### config.mk
export PLATFORM = sky130hd
export DESIGN_NAME = vcve2_data_arbiter
export DESIGN_NICKNAME = d
export VERILOG_FILES = /design/src/rtl/vcve2_pkg.sv /design/src/rtl/vcve2_arb_id_fifo.sv /design/src/rtl/vcve2_data_arbiter.sv
export SDC_FILE = /design/constraint.sdc
export NUM_CORES = 1
export LEC_CHECK = 0
export BUFFER_PORTS_ARGS = -buffer_cell sky130_fd_sc_hd__buf_2
export CORE_AREA = 2 2 111 113
export DETAILED_ROUTE_END_ITERATION = 10
export DIE_AREA = 0 0 113 115
export HOLD_SLACK_MARGIN = 0.1
export PLACE_DENSITY_LB_ADDON = 0.08
export SETUP_SLACK_MARGIN = 0.05
export SYNTH_ARGS = -nofsm -noshare
export SYNTH_HDL_FRONTEND = slang
export SYNTH_SLANG_ARGS = --single-unit
### constraint.sdc
create_clock -name clk_i -period 6.43 [get_ports clk_i]
set_input_delay 1.286 -clock clk_i [delete_from_list [all_inputs] [get_ports clk_i]]
set_output_delay 1.286 -clock clk_i [all_outputs]
set_load 0.1 [all_outputs]
### src/rtl/vcve2_pkg.sv
// Shared constants and types for the vcve2 data-port arbiter.
// Holds port/outstanding limits, the port index type and the lock state encoding.
package vcve2_pkg;

    localparam int unsigned MaxIfs              = 8;
    localparam int unsigned MaxOutstandingLimit = 4;

    typedef logic [2:0] arb_idx_t;

    typedef enum logic {
        ARB_FREE   = 1'b0,
        ARB_LOCKED = 1'b1
    } arb_state_e;

    // Successor of a port index, wrapping at num_ifs rather than at a power of two.
    function automatic arb_idx_t next_idx(input arb_idx_t idx, input int unsigned num_ifs);
        if (32'(idx) + 32'd1 >= num_ifs) begin
            return '0;
        end
        return idx + 3'd1;
    endfunction

endpackage

### src/rtl/vcve2_arb_id_fifo.sv
// In-order FIFO of granted port indices awaiting a memory response.
// Push and pop in the same cycle leave the occupancy unchanged.
module vcve2_arb_id_fifo
    import vcve2_pkg::*;
#(
    parameter int unsigned Depth = 2,
    parameter int unsigned Width = 1
) (
    input  logic             clk_i,
    input  logic             rst_i,
    input  logic             push_i,
    input  logic [Width-1:0] push_data_i,
    input  logic             pop_i,
    output logic [Width-1:0] head_o,
    output logic             full_o,
    output logic             empty_o,
    output logic [2:0]       count_o
);

    localparam int unsigned     PtrW     = (Depth > 1) ? $clog2(Depth) : 1;
    localparam logic [PtrW-1:0] LastPtr  = PtrW'(Depth - 1);
    localparam logic [2:0]      DepthCnt = 3'(Depth);

    logic [Width-1:0] mem_q [Depth];
    logic [PtrW-1:0]  wr_ptr_q;
    logic [PtrW-1:0]  rd_ptr_q;
    logic [2:0]       count_q;
    logic             push_en;
    logic             pop_en;

    assign full_o  = (count_q == DepthCnt);
    assign empty_o = (count_q == 3'd0);
    assign count_o = count_q;
    assign head_o  = mem_q[rd_ptr_q];

    assign push_en = push_i & ~full_o;
    assign pop_en  = pop_i & ~empty_o;

    // NOTE: storage has no reset; entries are only read when count_q says they were written.
    always_ff @(posedge clk_i) begin
        if (push_en) begin
            mem_q[wr_ptr_q] <= push_data_i;
        end
    end

    always_ff @(posedge clk_i or posedge rst_i) begin
        if (rst_i) begin
            wr_ptr_q <= '0;
            rd_ptr_q <= '0;
            count_q  <= '0;
        end else begin
            if (push_en) begin
                wr_ptr_q <= (wr_ptr_q == LastPtr) ? '0 : wr_ptr_q + 1'b1;
            end
            if (pop_en) begin
                rd_ptr_q <= (rd_ptr_q == LastPtr) ? '0 : rd_ptr_q + 1'b1;
            end
            case ({push_en, pop_en})
                2'b10:   count_q <= count_q + 3'd1;
                2'b01:   count_q <= count_q - 3'd1;
                default: count_q <= count_q;
            endcase
        end
    end

endmodule

### src/rtl/vcve2_data_arbiter.sv
// Round-robin arbiter merging NumIfs core data ports onto one memory port,
// with request lock until grant and in-order response routing.
module vcve2_data_arbiter
    import vcve2_pkg::*;
#(
    parameter int unsigned NumIfs         = 2,
    parameter int unsigned MaxOutstanding = 2
) (
    input  logic                    clk_i,
    input  logic                    rst_i,

    input  logic [NumIfs-1:0]       core_req_i,
    output logic [NumIfs-1:0]       core_gnt_o,
    input  logic [NumIfs-1:0]       core_we_i,
    input  logic [NumIfs-1:0][3:0]  core_be_i,
    input  logic [NumIfs-1:0][31:0] core_addr_i,
    input  logic [NumIfs-1:0][31:0] core_wdata_i,
    output logic [NumIfs-1:0]       core_rvalid_o,
    output logic [31:0]             core_rdata_o,
    output logic                    core_err_o,

    output logic                    mem_req_o,
    output logic                    mem_we_o,
    output logic [3:0]              mem_be_o,
    output logic [31:0]             mem_addr_o,
    output logic [31:0]             mem_wdata_o,
    input  logic                    mem_gnt_i,
    input  logic                    mem_rvalid_i,
    input  logic [31:0]             mem_rdata_i,
    input  logic                    mem_err_i,

    output logic [2:0]              outstanding_o,
    output logic                    proto_err_o
);

    localparam int unsigned IdxW   = (NumIfs > 1) ? $clog2(NumIfs) : 1;
    localparam logic [2:0]  MaxOut = 3'(MaxOutstanding);

    if (NumIfs < 2 || NumIfs > MaxIfs) begin : g_bad_num_ifs
        $error("vcve2_data_arbiter: NumIfs out of range");
    end
    if (MaxOutstanding < 1 || MaxOutstanding > MaxOutstandingLimit) begin : g_bad_max_out
        $error("vcve2_data_arbiter: MaxOutstanding out of range");
    end

    arb_state_e      state_q;
    logic [IdxW-1:0] lock_idx_q;
    logic [IdxW-1:0] rr_ptr_q;
    logic            proto_err_q;

    logic [IdxW-1:0] rr_idx;
    logic            rr_found;
    logic [IdxW-1:0] sel_idx;
    logic            sel_valid;
    logic            can_issue;
    logic            grant;

    logic [IdxW-1:0] head_idx;
    logic            fifo_full;
    logic            fifo_empty;
    logic [2:0]      fifo_count;
    logic            resp_valid;

    // Search every port once, starting at rr_ptr_q and wrapping at NumIfs.
    // NOTE: every always_comb output gets a default first so no path can infer a latch.
    always_comb begin
        int unsigned cand;
        rr_found = 1'b0;
        rr_idx   = '0;
        cand     = 0;
        for (int i = 0; i < int'(NumIfs); i++) begin
            cand = 32'(rr_ptr_q) + 32'(i);
            if (cand >= NumIfs) begin
                cand = cand - NumIfs;
            end
            if (!rr_found && core_req_i[IdxW'(cand)]) begin
                rr_found = 1'b1;
                rr_idx   = IdxW'(cand);
            end
        end
    end

    // A request that was presented but not granted keeps its port until accepted.
    assign sel_idx   = (state_q == ARB_LOCKED) ? lock_idx_q : rr_idx;
    assign sel_valid = (state_q == ARB_LOCKED) | rr_found;
    assign can_issue = (fifo_count < MaxOut);
    assign mem_req_o = sel_valid & can_issue;
    assign grant     = mem_req_o & mem_gnt_i;

    always_comb begin
        mem_we_o    = 1'b0;
        mem_be_o    = '0;
        mem_addr_o  = '0;
        mem_wdata_o = '0;
        if (sel_valid) begin
            mem_we_o    = core_we_i[sel_idx];
            mem_be_o    = core_be_i[sel_idx];
            mem_addr_o  = core_addr_i[sel_idx];
            mem_wdata_o = core_wdata_i[sel_idx];
        end
    end

    always_comb begin
        core_gnt_o          = '0;
        core_gnt_o[sel_idx] = grant;
    end

    assign resp_valid = mem_rvalid_i & ~fifo_empty;

    always_comb begin
        core_rvalid_o           = '0;
        core_rvalid_o[head_idx] = resp_valid;
    end

    assign core_rdata_o  = mem_rdata_i;
    assign core_err_o    = mem_err_i;
    assign outstanding_o = fifo_count;
    assign proto_err_o   = proto_err_q;

    // NOTE: sequential state uses non-blocking assignments so every register sees pre-edge values.
    always_ff @(posedge clk_i or posedge rst_i) begin
        if (rst_i) begin
            state_q     <= ARB_FREE;
            lock_idx_q  <= '0;
            rr_ptr_q    <= '0;
            proto_err_q <= 1'b0;
        end else begin
            case (state_q)
                ARB_FREE: begin
                    if (mem_req_o && !mem_gnt_i) begin
                        state_q    <= ARB_LOCKED;
                        lock_idx_q <= sel_idx;
                    end
                end
                ARB_LOCKED: begin
                    if (grant) begin
                        state_q <= ARB_FREE;
                    end
                end
                default: state_q <= ARB_FREE;
            endcase
            if (grant) begin
                rr_ptr_q <= IdxW'(next_idx(arb_idx_t'(sel_idx), NumIfs));
            end
            if (mem_rvalid_i && fifo_empty) begin
                proto_err_q <= 1'b1;
            end
        end
    end

    vcve2_arb_id_fifo #(
        .Depth (MaxOutstanding),
        .Width (IdxW)
    ) u_id_fifo (
        .clk_i       (clk_i),
        .rst_i       (rst_i),
        .push_i      (grant),
        .push_data_i (sel_idx),
        .pop_i       (resp_valid),
        .head_o      (head_idx),
        .full_o      (fifo_full),
        .empty_o     (fifo_empty),
        .count_o     (fifo_count)
    );

    logic unused_full;
    assign unused_full = fifo_full;

endmodule

==> results.yml <==
status:
  outcome: "complete, but fails checks"
  violations: "design-rule violations"
floorplanning:
  core_area_sq_um: 11800
  initial_core_util_pct: 19.0
  die-height_um: 115
  io_pins: 288
  num_rows: 40
  fp.dieW_um: 113
  dieArea_sq_um: 13000
finish:
  num_antenna_cells: 0
  final_cell_count_no_fill: 636
  final_layout_size_suffix_gt1_share_pct: 47.4
  area_delta_synth_final_pct: 42.1
  layout.nets: 669
critical_path:
  worst_setup_path_end_kind: "primary output"
  crit_type: "in -> out"
  reg2reg_depth: 8
  cp_max_fo: 42
  rrSetupSlack_ns: 3.71
  worst_setup_path_start_kind: "input port"
  crit_slowest_cell: "or3_2"
  r2r-end: "u_id_fifo.count_o[2]$_DFFE_PP0P_"
  cp.arrival_ns: 3.25
  crit_top_cell: "buf_2"
  crit_chain: "buf_2, or3_2, buf_4, nand2_1, mux2i_1, buf_2"
  critPathRequiredTime_ns: 5.14
  critPathTopFamily: "buffers and inverters"
  crit_buf_inv: 3
  cp_slowest_stage_delay_ns: 0.70
clocking:
  root_buffer: "clkbuf_16"
  cts_setup_buffers: 0
  cts_hold_buf: 0
  cts_resized: 0
  clock_sinks: 11
  h-tree-depth: 1
  numCtsBuffers: 3
  clock_latency_ns: 0.24
  cts_buffer_depth: 2
  cts_tree: "yes"
  clkSlewWorstSetupHoldPaths_ns: 0.04
synthesis:
  synth_compound_area_share_pct: 1.45
  synthArstFlopShare_pct: 81.8
  ys_warn_count: 0
  synthAdderAreaFrac_pct: 1.45
  synthFlopType: "dfrtp_1"
  seq_area_frac_synth_pct: 12.7
  synth_top_family_by_area: "buffers and inverters"
  ys_ff_latch: 11
  yosys.area.top_type: "mux2i_1"
  synth_xor_xnor_area_share_pct: 1.95
  postSynthAreaPerCell_sq_um: 7.23
  synthSimpleGateAreaFrac_pct: 16.5
  syn_nets: 489
  synth_edf_count: 2
  synth_cells: 310
  synthTopCellsByArea: "mux2i_1 (32%), inv_1 (13%), nand2_1 (12%), buf_4 (11%), dfrtp_1 (10%)"
  synth.distinct_cells: 30
  synthesis.area_sq_um: 2240
  muxShareOfSynthArea_pct: 32.7
  yosys.area.top_type_share_pct: 32.2
global_routing:
  antenna_found_initial: 0
  met1_usage_pct: 10.8
  track_usage_pct: 9.84
  overflow: 0
  grt_pass1_vias: 2248
  met2_usage_pct: 19.6
  grt_max_degree: 43
  busiest_layer: "met2"
  grt_pass1_wl_mm: 10.6
  use_met3_pct: 2.37
routing:
  drtAntennaViolNets: 0
  drt_iter0_markers: 63
  vias: 2416
  remaining_drc_errors: 20
  drt-total-wl_mm: 7.29
  viasPerCell: 3.80
  post_drt_wl_per_cell_um: 11.5
  firstDrtPassIters: 7
hold_path:
  min_path_cells: 1
  holdCritStartpoint: "proto_err_o$_DFFE_PP0P_"
  hold_path_end: "proto_err_o$_DFFE_PP0P_"
  hp-class: "reg -> reg"
sta:
  fin_setup_tns_ns: 0
  finClkSkew_ns: 0.00448
  setup_violations: 0
  slew_headroom_pct: 42.2
  worst_pin_slew_ns: 0.868
  rsz0062_at_grt: "false"
  period_share_pct: 70.6
  report.final.slew_viol_count: 0
  fin_crit_ns: 4.54
  max_freq_ghz: 0.220
  hold_violations: 0
placed_design:
  dpl.hpwl_mm: 5.98
  io_buffers: 221
  dp.cells: 632
  finalWeightedCongestion: 0.710
flow_run:
  maxCapViolCount: 0
-- placed cells by master (no fill, tap or decap), drive strengths merged, types with 2 or more instances in the layout --
master and instances:
buf 224, inv 77, nand2 72, mux2i 72
dfrtp 9, nor2 8, clkbuf 4, xnor2 3
nor2b 2, xor2 2, edfxtp 2
-- per-stage QoR --
stage | util (%) | instance area [sq um] | setup WS, ns | hold slack (ns)
CTS | 27.0 | 3180 | 1.81 | 0.468
floorplan | - | 2240 | 1.53 | 0.459
finish | 27.0 | 3180 | 1.89 | 0.466
global placement | 26.3 | 3110 | 1.83 | 0.454
global route | 27.0 | 3180 | 1.67 | 0.484
detailed placement | 26.3 | 3110 | 1.82 | 0.456
-- cell usage after synthesis (2+ instances only) --
| master | number |
|---|---|
| buf_12 | 6 |
| buf_2 | 2 |
| buf_4 | 33 |
| buf_6 | 2 |
| buf_8 | 3 |
| clkbuf_1 | 3 |
| dfrtp_1 | 9 |
| edfxtp_1 | 2 |
| inv_1 | 76 |
| mux2i_1 | 72 |
| nand2_1 | 72 |
| nor2_1 | 8 |
| nor2b_1 | 2 |
| xnor2_1 | 3 |
| xor2_1 | 2 |
-- layer usage --
| layer | share of wire (%) | wire length (um) | vias to the layer above |
|---|---|---|---|
| li1 | - | - | 1253 |
| met1 | 36 | 2620 | 1023 |
| met2 | 52 | 3820 | 136 |
| met3 | 11 | 821 | 4 |
| met4 | 0.23 | 17 | 0 |
| met5 | 0 | 0 | - |
-- cells by family after synthesis --
family	after synthesis
compound gates	4
xor+xnor	5
fa+ha+maj	2
buf+inv	126
flops	11
mux	73
simple gates	89
-- flip-flops by register name, indices dropped and copies added, names as in the netlist, named ones only --
name / flops
rr_ptr_q: 1
lock_idx_q: 1
u_id_fifo.rd_ptr_q: 1
u_id_fifo.count_o: 3
u_id_fifo.mem_q: 2
proto_err_o: 1
u_id_fifo.wr_ptr_q: 1
-- worst max path at each step --
| stage | from | endpoint | slack, ns | cells past startpoint |
|---|---|---|---|---|
| final | core_req_i[1] | mem_addr_o[27] | 1.89 | 6 |
| after global routing | core_req_i[1] | mem_wdata_o[3] | 1.67 | 6 |
| after CTS | core_req_i[1] | mem_wdata_o[3] | 1.81 | 6 |
| after detailed placement | core_req_i[1] | mem_wdata_o[3] | 1.82 | 6 |
| after global placement | core_req_i[1] | mem_wdata_o[3] | 1.83 | 6 |
| after floorplan | core_req_i[0] | mem_addr_o[0] | 1.53 | 5 |
-- worst register-to-register path, cell delays in order (launching register included) --
cell     delay [ns]
dfrtp_1        0.42
or3_2          0.89
nand3_4        0.29
ha_1           0.21
inv_1          0.06
fa_1           0.37
xor2_1         0.15
nor2_1         0.11
xor2_1         0.15
-- area by class of cell --
type	count	area, sq um
clock buffers	4	78.8
well taps	147	184
fillers	1340	8630
repair buffers	224	1130
inverters	77	289
multi-input cells	173	1220
flip-flops and latches	11	285
Power is not shown: default switching activity piles up to over one toggle a cycle in this logic, so the estimate is an artifact.
